`src/rtl/alu_arbiter_if.sv`:
```
// Request/ALU/response bundle between requesters, the shared ALU and alu_arbiter.
// The arbiter uses the slave modport; the environment (requesters, ALU, consumer) uses master.
interface alu_arbiter_if #(
    parameter int NUM_REQ    = 4,
    parameter int ID_WIDTH   = 2,
    parameter int DATA_WIDTH = 20
);
    logic [NUM_REQ-1:0]            req_valid;
    logic [NUM_REQ-1:0]            req_ready;
    logic [NUM_REQ*DATA_WIDTH-1:0] req_input1;
    logic [NUM_REQ*DATA_WIDTH-1:0] req_input2;
    logic [NUM_REQ*2-1:0]          req_select;
    logic [DATA_WIDTH-1:0]         alu_input1;
    logic [DATA_WIDTH-1:0]         alu_input2;
    logic [1:0]                    alu_select;
    logic [DATA_WIDTH-1:0]         alu_result;
    logic                          resp_valid;
    logic                          resp_ready;
    logic [DATA_WIDTH-1:0]         resp_data;
    logic [ID_WIDTH-1:0]           resp_id;

    modport master (
        output req_valid, req_input1, req_input2, req_select, alu_result, resp_ready,
        input  req_ready, alu_input1, alu_input2, alu_select, resp_valid, resp_data, resp_id
    );

    modport slave (
        input  req_valid, req_input1, req_input2, req_select, alu_result, resp_ready,
        output req_ready, alu_input1, alu_input2, alu_select, resp_valid, resp_data, resp_id
    );
endinterface

```
`src/rtl/alu_arbiter.sv`:
```
// Round-robin sharing of one 20-bit ALU between NUM_REQ requesters with a held response register.
// Optional per-requester saturating grant counters under macro ALU_ARB_STATS_EN.
//
// state  | meaning
// S_IDLE | searching for a valid requester from rr_ptr, grant is combinational
// S_EXEC | captured operands drive the ALU, result latched at the clock edge
// S_RESP | response held until the consumer accepts it
module alu_arbiter #(
    parameter int NUM_REQ    = 4,
    parameter int ID_WIDTH   = 2,
    parameter int DATA_WIDTH = 20
) (
    input  logic                     clk,
    input  logic                     rst,
    alu_arbiter_if.slave             bus
`ifdef ALU_ARB_STATS_EN
    ,
    output logic [NUM_REQ*16-1:0]    grant_count
`endif
);
    typedef enum logic [1:0] {S_IDLE, S_EXEC, S_RESP} state_t;

    state_t                state_q, state_d;
    logic [ID_WIDTH-1:0]   rr_ptr_q, rr_ptr_d;
    logic [DATA_WIDTH-1:0] op_a_q, op_a_d;
    logic [DATA_WIDTH-1:0] op_b_q, op_b_d;
    logic [1:0]            sel_q, sel_d;
    logic [ID_WIDTH-1:0]   id_q, id_d;
    logic [DATA_WIDTH-1:0] resp_data_q, resp_data_d;
    logic [ID_WIDTH-1:0]   resp_id_q, resp_id_d;
    logic                  resp_valid_q, resp_valid_d;

    logic [ID_WIDTH-1:0]   cand [NUM_REQ];
    logic [ID_WIDTH-1:0]   winner;
    logic                  grant;
    logic [NUM_REQ-1:0]    ready;

    // cand[k] is the k-th requester index visited when searching upward from rr_ptr
    always_comb begin
        for (int k = 0; k < NUM_REQ; k++) begin
            cand[k] = ID_WIDTH'((int'(rr_ptr_q) + k) % NUM_REQ);
        end
    end

    always_comb begin
        grant  = 1'b0;
        winner = '0;
        for (int k = 0; k < NUM_REQ; k++) begin
            if (!grant && bus.req_valid[cand[k]]) begin
                grant  = 1'b1;
                winner = cand[k];
            end
        end
    end

    always_comb begin
        state_d      = state_q;
        rr_ptr_d     = rr_ptr_q;
        op_a_d       = op_a_q;
        op_b_d       = op_b_q;
        sel_d        = sel_q;
        id_d         = id_q;
        resp_data_d  = resp_data_q;
        resp_id_d    = resp_id_q;
        resp_valid_d = resp_valid_q;
        ready        = '0;
        case (state_q)
            S_IDLE: begin
                if (grant) begin
                    ready[winner] = 1'b1;
                    op_a_d        = bus.req_input1[DATA_WIDTH*winner +: DATA_WIDTH];
                    op_b_d        = bus.req_input2[DATA_WIDTH*winner +: DATA_WIDTH];
                    sel_d         = bus.req_select[2*winner +: 2];
                    id_d          = winner;
                    rr_ptr_d      = ID_WIDTH'((int'(winner) + 1) % NUM_REQ);
                    state_d       = S_EXEC;
                end
            end
            S_EXEC: begin
                resp_data_d  = bus.alu_result;
                resp_id_d    = id_q;
                resp_valid_d = 1'b1;
                state_d      = S_RESP;
            end
            S_RESP: begin
                if (bus.resp_ready) begin
                    resp_valid_d = 1'b0;
                    state_d      = S_IDLE;
                end
            end
            default: state_d = S_IDLE;
        endcase
    end

    always_ff @(posedge clk or posedge rst) begin
        if (rst) begin
            state_q      <= S_IDLE;
            rr_ptr_q     <= '0;
            op_a_q       <= '0;
            op_b_q       <= '0;
            sel_q        <= '0;
            id_q         <= '0;
            resp_data_q  <= '0;
            resp_id_q    <= '0;
            resp_valid_q <= 1'b0;
        end else begin
            state_q      <= state_d;
            rr_ptr_q     <= rr_ptr_d;
            op_a_q       <= op_a_d;
            op_b_q       <= op_b_d;
            sel_q        <= sel_d;
            id_q         <= id_d;
            resp_data_q  <= resp_data_d;
            resp_id_q    <= resp_id_d;
            resp_valid_q <= resp_valid_d;
        end
    end

    // the grant is combinational, so it must be masked while reset is held
    assign bus.req_ready  = rst ? '0 : ready;
    assign bus.alu_input1 = op_a_q;
    assign bus.alu_input2 = op_b_q;
    assign bus.alu_select = sel_q;
    assign bus.resp_valid = resp_valid_q;
    assign bus.resp_data  = resp_data_q;
    assign bus.resp_id    = resp_id_q;

`ifdef ALU_ARB_STATS_EN
    logic [15:0] cnt_q [NUM_REQ];

    always_ff @(posedge clk or posedge rst) begin
        if (rst) begin
            for (int i = 0; i < NUM_REQ; i++) cnt_q[i] <= '0;
        end else if (state_q == S_IDLE && grant && cnt_q[winner] != 16'hFFFF) begin
            cnt_q[winner] <= cnt_q[winner] + 16'd1;
        end
    end

    always_comb begin
        grant_count = '0;
        for (int i = 0; i < NUM_REQ; i++) grant_count[16*i +: 16] = cnt_q[i];
    end
`endif
endmodule

```
`src/flat_wrapper.sv`:
```
// flat-port wrapper written by rule: the top's interface ports become plain ports
module alu_arbiter_flat 
#(
    parameter int NUM_REQ    = 4,
    parameter int ID_WIDTH   = 2,
    parameter int DATA_WIDTH = 20
)
  (clk, rst, bus_req_valid, bus_req_input1, bus_req_input2, bus_req_select, bus_alu_result, bus_resp_ready, bus_req_ready, bus_alu_input1, bus_alu_input2, bus_alu_select, bus_resp_valid, bus_resp_data, bus_resp_id);
  alu_arbiter_if #(.NUM_REQ(NUM_REQ), .ID_WIDTH(ID_WIDTH), .DATA_WIDTH(DATA_WIDTH)) bus_i ();
  input  logic clk;
  input  logic rst;
  input wire logic [$bits(bus_i.req_valid)-1:0] bus_req_valid;
  input wire logic [$bits(bus_i.req_input1)-1:0] bus_req_input1;
  input wire logic [$bits(bus_i.req_input2)-1:0] bus_req_input2;
  input wire logic [$bits(bus_i.req_select)-1:0] bus_req_select;
  input wire logic [$bits(bus_i.alu_result)-1:0] bus_alu_result;
  input wire logic [$bits(bus_i.resp_ready)-1:0] bus_resp_ready;
  output wire logic [$bits(bus_i.req_ready)-1:0] bus_req_ready;
  output wire logic [$bits(bus_i.alu_input1)-1:0] bus_alu_input1;
  output wire logic [$bits(bus_i.alu_input2)-1:0] bus_alu_input2;
  output wire logic [$bits(bus_i.alu_select)-1:0] bus_alu_select;
  output wire logic [$bits(bus_i.resp_valid)-1:0] bus_resp_valid;
  output wire logic [$bits(bus_i.resp_data)-1:0] bus_resp_data;
  output wire logic [$bits(bus_i.resp_id)-1:0] bus_resp_id;
  assign bus_i.req_valid = bus_req_valid;
  assign bus_i.req_input1 = bus_req_input1;
  assign bus_i.req_input2 = bus_req_input2;
  assign bus_i.req_select = bus_req_select;
  assign bus_i.alu_result = bus_alu_result;
  assign bus_i.resp_ready = bus_resp_ready;
  assign bus_req_ready = bus_i.req_ready;
  assign bus_alu_input1 = bus_i.alu_input1;
  assign bus_alu_input2 = bus_i.alu_input2;
  assign bus_alu_select = bus_i.alu_select;
  assign bus_resp_valid = bus_i.resp_valid;
  assign bus_resp_data = bus_i.resp_data;
  assign bus_resp_id = bus_i.resp_id;
  alu_arbiter #(.NUM_REQ(NUM_REQ), .ID_WIDTH(ID_WIDTH), .DATA_WIDTH(DATA_WIDTH)) u_core (.clk(clk), .rst(rst), .bus(bus_i));
endmodule
```
`config.mk`:
```
export PLATFORM = sky130hd
export DESIGN_NAME = alu_arbiter_flat
export DESIGN_NICKNAME = d
export VERILOG_FILES = /design/src/rtl/alu_arbiter_if.sv /design/src/rtl/alu_arbiter.sv /design/src/flat_wrapper.sv
export SDC_FILE = /design/constraint.sdc
export NUM_CORES = 1
export LEC_CHECK = 0
export CAP_MARGIN = 0
export CORE_AREA = 8 8 107 109
export DETAILED_ROUTE_END_ITERATION = 8
export DIE_AREA = 0 0 115 117
export GPL_ROUTABILITY_DRIVEN = 0
export HOLD_SLACK_MARGIN = 0.15
export PLACE_DENSITY = 0.85
export SLEW_MARGIN = 10
export SYNTH_ARGS = -nofsm -noshare
export SYNTH_HDL_FRONTEND = slang
export SYNTH_SLANG_ARGS = --single-unit
```
`constraint.sdc`:
```
create_clock -name clk -period 5.4 [get_ports clk]
set_input_delay 1.08 -clock clk [delete_from_list [all_inputs] [get_ports clk]]
set_output_delay 1.08 -clock clk [all_outputs]
set_load 0.02 [all_outputs]
```
==> qor.txt <==
Crit Path Max Fanout: 46
Synth Net Count: 541
unrepaired setup endpoints after global routing: no
DRT Pass-1 Iters: 7
Routed wire per std cell: 20.0 um
clk_lat worst skew: 340 ps
cell taking the most area after synthesis: dfrtp_1
Total Wirelength: 14600 um
run status: complete, no violations
Critical Path Max Stage Delay: 630 ps
Avg Inst Size Synth: 10.1 um2
Worst Hold Launch: u_core.id_q[0]
clock tree buffer depth: 2
Clock transition at path regs: 70 ps
Worst Hold Path EP: u_core.id_q[0]
min-delay worst type: flip-flop to flip-flop
root buffer cell: clkbuf_8
share of cells above drive strength 1: 8.57%
type of the worst setup path: input pin to output pin
flops & latches, synth: 71
boundary pin count: 264
worst slew pin tran: 1070 ps
R2R Path End: u_core.bus.alu_input1[18]
DRC: 0
synth top area cells: dfrtp_1 (51%), a21oi_1 (13%), a222oi_1 (12%)
Synth Area in Simple Gates: 7.98%
DIE AREA: 13500 um2
Rows: 37
largest net degree at the start of global routing: 47
crit path DAT: 3510 ps
final setup fails: 0
Adder-Cell Fraction of Synth Area: 0%
Slowest cell on crit path: clkdlybuf4s50_1
DR iter-0 viols: 364
CTS tree: done
Tcrit/Tclk final: 85.0%
via/cell ratio: 5.45
sequential area share after synthesis: 50.8%
initial antenna violation count: 0
H-tree levels: 3
R2R depth: 5
Gates resized, CTS repair: 0
setup bufs post-CTS: 0
Fmax: 218 MHz
CTS buffer count: 9
complex-gate fraction of the synthesized area: 28.4%
Worst setup SP type: input pin
mux contribution to synthesized area: 7.08%
Max-Cap Viols: 0
Post-Syn Area: 3500 um2
Starting Density: 35.3%
ANT nets after route: 0
Worst R2R Start: u_core.rr_ptr_q[1]
post-synth cell types: 29
CP cell instances: clkdlybuf4s50_1 -> or3_1 -> o21ai_4 -> inv_2 -> and3_1 -> clkdlybuf4s50_1
Clock Sinks: 71
critical path required time: 4320 ps
Top cell by count, worst path: clkdlybuf4s50_1
Leak: 2.53 nW
Post-CTS Hold Fix Bufs: 0
largest family of logic cells by synthesized area: compound AO/OA/AOI/OAI gates
Final Critical Period: 4590 ps
fin nets: 786
Synth Area in XOR/XNOR: 0%
final core utilization: 64.8%
setup_tns: 0 ps
Worst Setup End Kind: output pin
Worst Skew: 6.71 ps
top cell type's share of synthesized area: 50.8%
core footprint: 9910 um2
final hold viol count: 0
first-pass GRT wire length: 22000 um
vias in the first global route: 4396
ant diodes: 0
Hold Path Depth: 2
DP Wirelength: 11400 um
Slew HR: 28.2%
grt total ovfl: 0
max-slew violations: 0
synth warn: 0
worst ir drop on vdd: 0.000264 V
pwr dens: 543 nW/um2
Die Wd: 115 um
flop2flop setup slack: 3140 ps
DR vias: 3983
GRT Resource Usage Total: 21.0%
Die Ht: 117 um
post-synthesis to final-layout area growth: 83.5%
Port-buffer cells: 263
Post-Syn Instances: 346
## sequential cells by signal, summed over array words and instances, names as in the netlist
name	cells
u_core.bus.alu_input1	20
u_core.bus.alu_input2	20
u_core.bus.alu_select	2
u_core.bus.resp_data	20
u_core.bus.resp_id	2
u_core.bus.resp_valid	1
u_core.id_q	2
u_core.rr_ptr_q	2
u_core.state_q	2
## report_power, final
part / total (mW) / leakage [nW] / switching [mW] / internal (mW)
sequential: 0.982 / 0.815 / 0.167 / 0.814
combinational: 1.98 / 1.59 / 1.04 / 0.934
clock: 0.525 / 0.123 / 0.195 / 0.330
## worst max-delay path: cells and delay by family
family	cells	cell delay [ps]
AND/OR/NAND/NOR	2	480
AO/OA/AOI/OAI	1	70
buffers and inverters	3	1830
## final cells by class
cell class / count / area, um2
Clock buffer: 12 / 155
Multi-Input combinational cell: 235 / 1540
Inverter: 6 / 22.5
Sequential cell: 71 / 1780
Fill cell: 793 / 3490
Clock inverter: 3 / 90.1
Timing Repair Buffer: 268 / 2670
Tap cell: 136 / 170
## worst max path at each step
stage	start	to	slack [ps]	cells past startpoint
3_3_place_gp	bus_req_valid[1]	bus_req_ready[3]	910	6
6_report	bus_req_valid[1]	bus_req_ready[3]	810	6
2_1_floorplan	rst	bus_req_ready[1]	1270	2
4_1_cts	bus_req_valid[1]	bus_req_ready[3]	840	6
5_1_grt	bus_req_valid[1]	bus_req_ready[1]	720	6
3_5_place_dp	bus_req_valid[1]	bus_req_ready[3]	840	6
## metal layers
layer	vias up	track usage, %	share of wire, %
li1	1809	-	-
met1	1867	22.7	36
met2	278	36.0	50
met3	29	8.41	12
met4	0	8.67	2.5
met5	-	0	0
## kinds of logic (layout without fill, tap and decap cells)
group,Yosys count,count (layout)
buf+inv,40,289
mux,22,22
compound gates,147,147
flops,71,71
simple gates,66,66
## cell usage after synthesis, drive strengths merged
master  instances
a21oi          89
dfrtp          71
nor2           50
a222oi         42
mux2           22
clkbuf         18
buf            16
inv             6
o21ai           6
nand2           4
nor2b           4
nand2b          3
a21o            2
a221oi          2
and3            2
or3             2
a211oi          1
a21boi          1
a22o            1
a31o            1
nor3            1
o211a           1
o221a           1
## placed cells by master (no fill, tap or decap), drive strengths merged, types with 3 or more instances in the layout
master,count
clkdlybuf4s50,263
a21oi,89
dfrtp,71
nor2,50
a222oi,42
mux2,22
clkbuf,12
o21ai,6
inv,6
buf,5
nand2,4
nor2b,4
bufinv,3
nand2b,3
## stage by stage
step / setup slack [ps] / cell area, um2 / total power [mW] / hold slack [ps] / instances
after detailed placement: 838 / 6180 / 2.97 / 468 / 716
after floorplan: 1270 / 3500 / 2.10 / 440 / 346
after global placement: 911 / 6180 / 2.92 / 459 / 716
after global routing: 717 / 6420 / 3.70 / 521 / 731
after CTS: 835 / 6420 / 3.51 / 486 / 731
final: 808 / 6420 / 3.48 / 487 / 731
(Power assumes the default switching activity.)
